--- src/rtl/banco_registri_if.sv ---
// banco_registri_if: write and dual read bus of the register bank.
//   Master drives : we, waddr[AW], wdata[W], raddr_a[AW], raddr_b[AW]
//   Slave drives  : rdata_a[W], valid_a, rdata_b[W], valid_b
interface banco_registri_if #(
    parameter int W  = 8,
    parameter int AW = 3
);
    logic          we;
    logic [AW-1:0] waddr;
    logic [W-1:0]  wdata;
    logic [AW-1:0] raddr_a;
    logic [W-1:0]  rdata_a;
    logic          valid_a;
    logic [AW-1:0] raddr_b;
    logic [W-1:0]  rdata_b;
    logic          valid_b;

    modport master (
        output we, waddr, wdata, raddr_a, raddr_b,
        input  rdata_a, valid_a, rdata_b, valid_b
    );

    modport slave (
        input  we, waddr, wdata, raddr_a, raddr_b,
        output rdata_a, valid_a, rdata_b, valid_b
    );
endinterface

--- src/rtl/banco_registri.sv ---
// banco_registri: NREG x W register bank, one write port, two combinational read ports.
//   clock : rising-edge clock for all state updates
//   reset : asynchronous active-high, clears registers and written flags
//   bus   : slave side of banco_registri_if (write port, read ports A/B with valid flags)
//   ZERO_R0 hardwires r0 to zero; BYPASS forwards wdata to a read of the address being written.
module banco_registri #(
    parameter int W       = 8,
    parameter int NREG    = 8,
    parameter int AW      = 3,
    parameter int ZERO_R0 = 0,
    parameter int BYPASS  = 0
) (
    input  logic              clock,
    input  logic              reset,
    banco_registri_if.slave   bus
);
    logic [W-1:0]    regs_q [NREG];
    logic [W-1:0]    regs_d [NREG];
    logic [NREG-1:0] valid_q;
    logic [NREG-1:0] valid_d;
    logic            wen;
    logic            byp_a;
    logic            byp_b;
    logic            zero_a;
    logic            zero_b;

    // an X on we evaluates false here, so it never counts as a write
    assign wen    = (bus.we == 1'b1) && !(ZERO_R0 != 0 && bus.waddr == '0);
    assign zero_a = ZERO_R0 != 0 && bus.raddr_a == '0;
    assign zero_b = ZERO_R0 != 0 && bus.raddr_b == '0;
    // wen already excludes r0 when it is hardwired, so r0 is never forwarded
    assign byp_a  = BYPASS != 0 && !reset && wen && bus.raddr_a == bus.waddr;
    assign byp_b  = BYPASS != 0 && !reset && wen && bus.raddr_b == bus.waddr;

    always_comb begin
        regs_d  = regs_q;
        valid_d = valid_q;
        if (wen) begin
            regs_d[bus.waddr]  = bus.wdata;
            valid_d[bus.waddr] = 1'b1;
        end
    end

    always_ff @(posedge clock or posedge reset) begin
        if (reset) begin
            regs_q  <= '{default: '0};
            valid_q <= '0;
        end else begin
            regs_q  <= regs_d;
            valid_q <= valid_d;
        end
    end

    assign bus.rdata_a = zero_a ? '0 : byp_a ? bus.wdata : regs_q[bus.raddr_a];
    assign bus.rdata_b = zero_b ? '0 : byp_b ? bus.wdata : regs_q[bus.raddr_b];
    assign bus.valid_a = zero_a || byp_a || valid_q[bus.raddr_a];
    assign bus.valid_b = zero_b || byp_b || valid_q[bus.raddr_b];
endmodule
--- src/flat_wrapper.sv ---
// flat-port wrapper written by rule: the top's interface ports become plain ports
module banco_registri_flat 
#(
    parameter int W       = 8,
    parameter int NREG    = 8,
    parameter int AW      = 3,
    parameter int ZERO_R0 = 0,
    parameter int BYPASS  = 0
)
  (clock, reset, bus_we, bus_waddr, bus_wdata, bus_raddr_a, bus_raddr_b, bus_rdata_a, bus_valid_a, bus_rdata_b, bus_valid_b);
  banco_registri_if #(.W(W), .AW(AW)) bus_i ();
  input  logic clock;
  input  logic reset;
  input wire logic [$bits(bus_i.we)-1:0] bus_we;
  input wire logic [$bits(bus_i.waddr)-1:0] bus_waddr;
  input wire logic [$bits(bus_i.wdata)-1:0] bus_wdata;
  input wire logic [$bits(bus_i.raddr_a)-1:0] bus_raddr_a;
  input wire logic [$bits(bus_i.raddr_b)-1:0] bus_raddr_b;
  output wire logic [$bits(bus_i.rdata_a)-1:0] bus_rdata_a;
  output wire logic [$bits(bus_i.valid_a)-1:0] bus_valid_a;
  output wire logic [$bits(bus_i.rdata_b)-1:0] bus_rdata_b;
  output wire logic [$bits(bus_i.valid_b)-1:0] bus_valid_b;
  assign bus_i.we = bus_we;
  assign bus_i.waddr = bus_waddr;
  assign bus_i.wdata = bus_wdata;
  assign bus_i.raddr_a = bus_raddr_a;
  assign bus_i.raddr_b = bus_raddr_b;
  assign bus_rdata_a = bus_i.rdata_a;
  assign bus_valid_a = bus_i.valid_a;
  assign bus_rdata_b = bus_i.rdata_b;
  assign bus_valid_b = bus_i.valid_b;
  banco_registri #(.W(W), .NREG(NREG), .AW(AW), .ZERO_R0(ZERO_R0), .BYPASS(BYPASS)) u_core (.clock(clock), .reset(reset), .bus(bus_i));
endmodule
--- config.mk ---
export PLATFORM = sky130hd
export DESIGN_NAME = banco_registri_flat
export DESIGN_NICKNAME = d
export VERILOG_FILES = /design/src/rtl/banco_registri_if.sv /design/src/rtl/banco_registri.sv /design/src/flat_wrapper.sv
export SDC_FILE = /design/constraint.sdc
export NUM_CORES = 1
export LEC_CHECK = 0
export CAP_MARGIN = 20
export CORE_MARGIN = 5
export CORE_UTILIZATION = 26
export CTS_BUF_LIST = sky130_fd_sc_hd__clkbuf_8 sky130_fd_sc_hd__clkbuf_16
export DETAILED_ROUTE_END_ITERATION = 8
export PLACE_DENSITY = 0.52
export SLEW_MARGIN = 15
export SYNTH_ARGS = -nofsm -noshare
export SYNTH_HDL_FRONTEND = slang
export SYNTH_SLANG_ARGS = --single-unit
--- constraint.sdc ---
create_clock -name clock -period 6.48 [get_ports clock]
set_input_delay 0.648 -clock clock [delete_from_list [all_inputs] [get_ports clock]]
set_output_delay 0.648 -clock clock [all_outputs]
set_load 0.01 [all_outputs]
Word level (Yosys, flattened, before mapping)
Index checks and enable logic that the tools add are counted.
Widths: inputs -> output; s select.

word-level totals
  register bits = 72
  output and inout port bits = 18
  word-level logic and storage cells = 38

cells by class
  $lt $le $gt $ge = 8
  mux-type cells = 15
  bitwise gates (word level) = 4
  reductions and logical operators = 2

operators with widths
  kind                number
  $bwmux 64           1
  $bmux 8 s3          2
  $mux 8              5
  $demux 8 s3         1
  $ge 4x4->1 const B  3
  $lt 3x4->1 const B  3
  $not 3->4           3
  $or 8x8->8          1
  $bmux 1 s3          2
  $lt 4x1->1 const B  1
  $demux 1 s3         1
  $ge 3x1->1 const B  1
  $mux 1              3
  $logic_and 1x1->1   2

Logic depth before layout (Yosys ltp)
  depth after elaboration = 6
  depth in mapped cells = 4
  mapped depth without buffers = 2

Worst setup path after synthesis
Ideal clock, no wire load.

  kind = input-to-output
  from = input bus_raddr_a[0]
  to = output bus_rdata_a[0]
  arrival time = 1.690 ns
  setup slack = 4.142 ns
  stages = 4
  path buffers = 2
  cell sequence = buf_6 buf_12 mux4_2 mux2_2

on the way
  word-level cells in the longest chain between the ends = 4

ends and longest elaborated chain
  element                                     RTL line              text
  start: declaration                          flat_wrapper.sv:17    input wire logic [$bits(bus_i.raddr_a)-1:0] bus_raddr_a;
  $not 3->4 (implied by the code)             banco_registri.sv:54  assign bus.rdata_a = zero_a ? '0 : byp_a ? bus.wdata : regs_q[bus.raddr_a];
  $bmux 8 s3                                  banco_registri.sv:54
  $mux 8 (implied by the code) (2 in series)  banco_registri.sv:54
  end: declaration                            flat_wrapper.sv:19    output wire logic [$bits(bus_i.rdata_a)-1:0] bus_rdata_a;

No other way between the ends. The select of a mux whose other input is x is not followed.

Worst setup path after layout
  from = input bus_raddr_a[2]
  to = output bus_rdata_a[0]

The elaborated chain is that of the path after synthesis.

==> tab_implementation.tex <==
\begin{tabular}{lr}
\hline
Metric & Value \\
\hline
\multicolumn{2}{l}{\textbf{Pwr}} \\
Maximum vdd drop & 0.1067 mV \\
Overall Power & 0.001449 W \\
Leakage power & 1.843 nW \\
Pwr per Cell Area & 307.9 nW/um\^{}2 \\
\multicolumn{2}{l}{\textbf{Timing}} \\
Number of slew-limit violations in the final report & 0 \\
Crit path time final & 3.817 ns \\
Setup TNS & 0 ns \\
Final Hold Violating Endpoints & 0 \\
Slew at the pin with the worst max-slew slack & 0.9871 ns \\
Fin Clk Skew & 0 ns \\
Achievable clock frequency & 0.2620 GHz \\
Worst slew slack as a fraction of its limit & 33.99\% \\
Number of failing setup endpoints in the final timing report & 0 \\
Final cycle utilization of the critical path & 58.90\% \\
RSZ-0062 raised after global routing & false \\
\multicolumn{2}{l}{\textbf{Placement}} \\
Estimated wirelength of the detail-placed design & 5.697 mm \\
Area of placed instances & 4409 um\^{}2 \\
Placed insts & 433 \\
Count of buffers from port buffering & 37 \\
Gp weighted congestion & 0.6611 \\
\multicolumn{2}{l}{\textbf{Logic synthesis}} \\
Warnings from Yosys & 0 \\
Count of different cell masters after synthesis & 15 \\
Nets in the synthesized netlist & 244 \\
Number of enable flip-flop cells after synthesis & 0 \\
Top post-synthesis cells by area & sky130\_fd\_sc\_hd\_\_dfrtp\_1 47\%, sky130\_fd\_sc\_hd\_\_mux2\_2 24\%, sky130\_fd\_sc\_hd\_\_mux4\_1 12\%, sky130\_fd\_sc\_hd\_\_mux4\_2 10\%, sky130\_fd\_sc\_hd\_\_buf\_2 1.4\% \\
Sequential-to-total area share from yosys stat & 46.57\% \\
Number of flip-flops and latches in the synthesized netlist & 72 \\
Async set-reset flop share out of synthesis & 100.0\% \\
Netlist Area Pre-Place & 3869 um\^{}2 \\
Fraction of synthesized cell area taken by the top area cell type & 46.57\% \\
Dominant synthesized flop cell & sky130\_fd\_sc\_hd\_\_dfrtp\_1 \\
Post-Syn Instances & 224 \\
Avg Cell Area, Syn & 17.27 um\^{}2 \\
Cell taking the most area after synthesis & sky130\_fd\_sc\_hd\_\_dfrtp\_1 \\
\multicolumn{2}{l}{\textbf{Setup path}} \\
CP required & 5.83 ns \\
Worst Setup End Kind & output port \\
Peak fanout along the critical path & 18 \\
Critical Setup Path Class & input pin to output port \\
Arrival time reported for the critical path endpoint & 3.17 ns \\
Setup crit start kind & input pin \\
\multicolumn{2}{l}{\textbf{Clock tree}} \\
Clock tree from TritonCTS & yes \\
Max Buffers Root-to-Sink & 2 \\
Max H-tree Level & 3 \\
Clock net sink count & 72 \\
Clock latency at the later pin of the worst-skew pair & 0.33 ns \\
Clock root buffer master & sky130\_fd\_sc\_hd\_\_clkbuf\_16 \\
Clock-pin slew on the worst setup and hold paths & 0.06 ns \\
Gates resized, CTS repair & 0 \\
Setup repair bufs after CTS & 0 \\
Count of hold buffers inserted by post-cts repair & 0 \\
Number of buffers inserted during clock tree synthesis & 9 \\
\multicolumn{2}{l}{\textbf{Global route}} \\
Global-route usage over all layers & 10.84\% \\
Antenna violations before repair & 0 \\
Maximum number of pins on one net before global-route repair & 73 \\
Grt ovf & 0 \\
Vias in the first global route & 2,369 \\
Global-route wire length before repair & 14.41 mm \\
\multicolumn{2}{l}{\textbf{Drt}} \\
Pre-antenna DRT Iters & 4 \\
Count of nets left with antenna violations after detail routing & 0 \\
First-iteration detailed-routing DRC count & 114 \\
Remaining design rule violation count & 0 \\
Vias/cell & 4.817 \\
Drt wl/cell & 20.00 um \\
Routed WL & 8.982 mm \\
DR vias & 2,163 \\
\multicolumn{2}{l}{\textbf{Die}} \\
Width of the chip & 132.0 um \\
Vert. Die Dim & 132.0 um \\
Die Outline Area & 17,420 um\^{}2 \\
Effective utilization at floorplan & 26.52\% \\
IO Pins & 38 \\
Core ar. & 14,590 um\^{}2 \\
Num rows & 44 \\
\multicolumn{2}{l}{\textbf{Finish}} \\
Fraction of layout instances using a drive strength above 1 & 48.68\% \\
Post-route standard cell area excluding fillers & 4708 um\^{}2 \\
Post-layout instance count excluding filler cells & 449 \\
Antenna Diode Count & 0 \\
Final core utilization & 32.27\% \\
Post-layout nets & 280 \\
Fillers & 1,395 \\
P\&R area growth vs syn & 21.70\% \\
\multicolumn{2}{l}{\textbf{Run status}} \\
Run status & finished, final reports clean \\
\multicolumn{2}{l}{\textbf{Flow run}} \\
Number of violations of the max-capacitance limit & 0 \\
\multicolumn{2}{l}{\textbf{Worst hold path}} \\
Type of the most critical hold path & register to register \\
\hline
\end{tabular}
-- sequential cells by signal (all words and copies together), names as in the netlist --
register and count:
u_core.valid_q 8, u_core.regs_q 64
-- area by class of cell --
type	instances	area (um^2)	area share, %
clock buffers	10	239.0	5.076
clock inverters	6	60.06	1.276
inverters	1	3.754	0.07972
multi-input cells	134	1966	41.75
flip-flops and latches	72	1802	38.27
well taps	184	230.2	4.890
repair buffers	42	407.9	8.663
-- worst max-delay path, stage by stage --
cell and delay, ns:
sky130_fd_sc_hd__clkdlybuf4s50_1 1.12, sky130_fd_sc_hd__mux4_1 0.64, sky130_fd_sc_hd__mux2_2 0.28, sky130_fd_sc_hd__clkdlybuf4s50_1 0.48
-- Yosys cell counts, types with 2 or more instances --
cell type	number
sky130_fd_sc_hd__mux2_2	82
sky130_fd_sc_hd__buf_12	2
sky130_fd_sc_hd__mux4_2	18
sky130_fd_sc_hd__dfrtp_1	72
sky130_fd_sc_hd__nor4bb_1	3
sky130_fd_sc_hd__or2_2	4
sky130_fd_sc_hd__nand4b_1	3
sky130_fd_sc_hd__mux4_1	18
sky130_fd_sc_hd__nand2b_1	4
sky130_fd_sc_hd__buf_6	2
sky130_fd_sc_hd__buf_1	2
sky130_fd_sc_hd__buf_2	11
-- cells in the final DEF, fill, tap and decap left out --
cell	n
sky130_fd_sc_hd__bufinv_16	1
sky130_fd_sc_hd__dfrtp_1	72
sky130_fd_sc_hd__nand4_1	1
sky130_fd_sc_hd__or2_2	4
sky130_fd_sc_hd__clkdlybuf4s50_1	37
sky130_fd_sc_hd__nor4bb_2	2
sky130_fd_sc_hd__clkinvlp_4	1
sky130_fd_sc_hd__mux4_2	18
sky130_fd_sc_hd__nand4b_1	3
sky130_fd_sc_hd__inv_1	1
sky130_fd_sc_hd__clkbuf_16	9
sky130_fd_sc_hd__clkbuf_8	1
sky130_fd_sc_hd__mux2_2	82
sky130_fd_sc_hd__clkinv_2	2
sky130_fd_sc_hd__nor4b_4	1
sky130_fd_sc_hd__inv_2	1
sky130_fd_sc_hd__buf_4	5
sky130_fd_sc_hd__nor4bb_4	1
sky130_fd_sc_hd__nand2b_1	4
sky130_fd_sc_hd__clkinv_4	1
sky130_fd_sc_hd__mux4_1	18
-- metrics by stage --
step / hold WS [ns] / worst slack (ns)
global placement: 0.4623 / 2.650
detailed placement: 0.4700 / 2.639
CTS: 0.4871 / 2.634
global route: 0.5012 / 2.521
floorplan: 0.4407 / 4.007
finish: 0.4810 / 2.663
-- cells by family after synthesis --
group	count (synthesis)	share of synthesized area [%]
buffers and inverters	18	3.331
AND/OR/NAND/NOR	16	3.525
flip-flops	72	46.57
multiplexers	118	46.57
-- worst paths after layout --
path,start,to,slack (ns),cells past startpoint
max,bus_raddr_a[2],bus_rdata_a[0],2.66,4
max reg2reg,u_core.valid_q[2],u_core.valid_q[2],5.68,1
min reg2reg,u_core.valid_q[5],u_core.valid_q[5],0.48,1
min,u_core.valid_q[5],u_core.valid_q[5],0.48,1
min in group asynchronous,reset,u_core.regs_q[29],0.91,3
max in group asynchronous,reset,u_core.regs_q[42],4.96,3
-- report_power, final --
group | internal (W) | switching (W) | total [W]
Combinational | 0.000234 | 0.000116 | 0.000350
Sequential | 0.000541 | 0.0000622 | 0.000604
Clock | 0.000306 | 0.000190 | 0.000496
Total | 0.00108 | 0.000368 | 0.00145
-- metal layers --
| metal | up-vias | global-route usage (%) | routed length [um] |
|---|---|---|---|
| met2 | 40 | 19.01 | 4791 |
| met5 | - | 0 | 0 |
| li1 | 966 | - | - |
| met1 | 1143 | 12.81 | 3790 |
| met4 | 0 | 4.514 | 168 |
| met3 | 14 | 2.366 | 232 |
No activity file was read; power rests on OpenSTA's default activity.
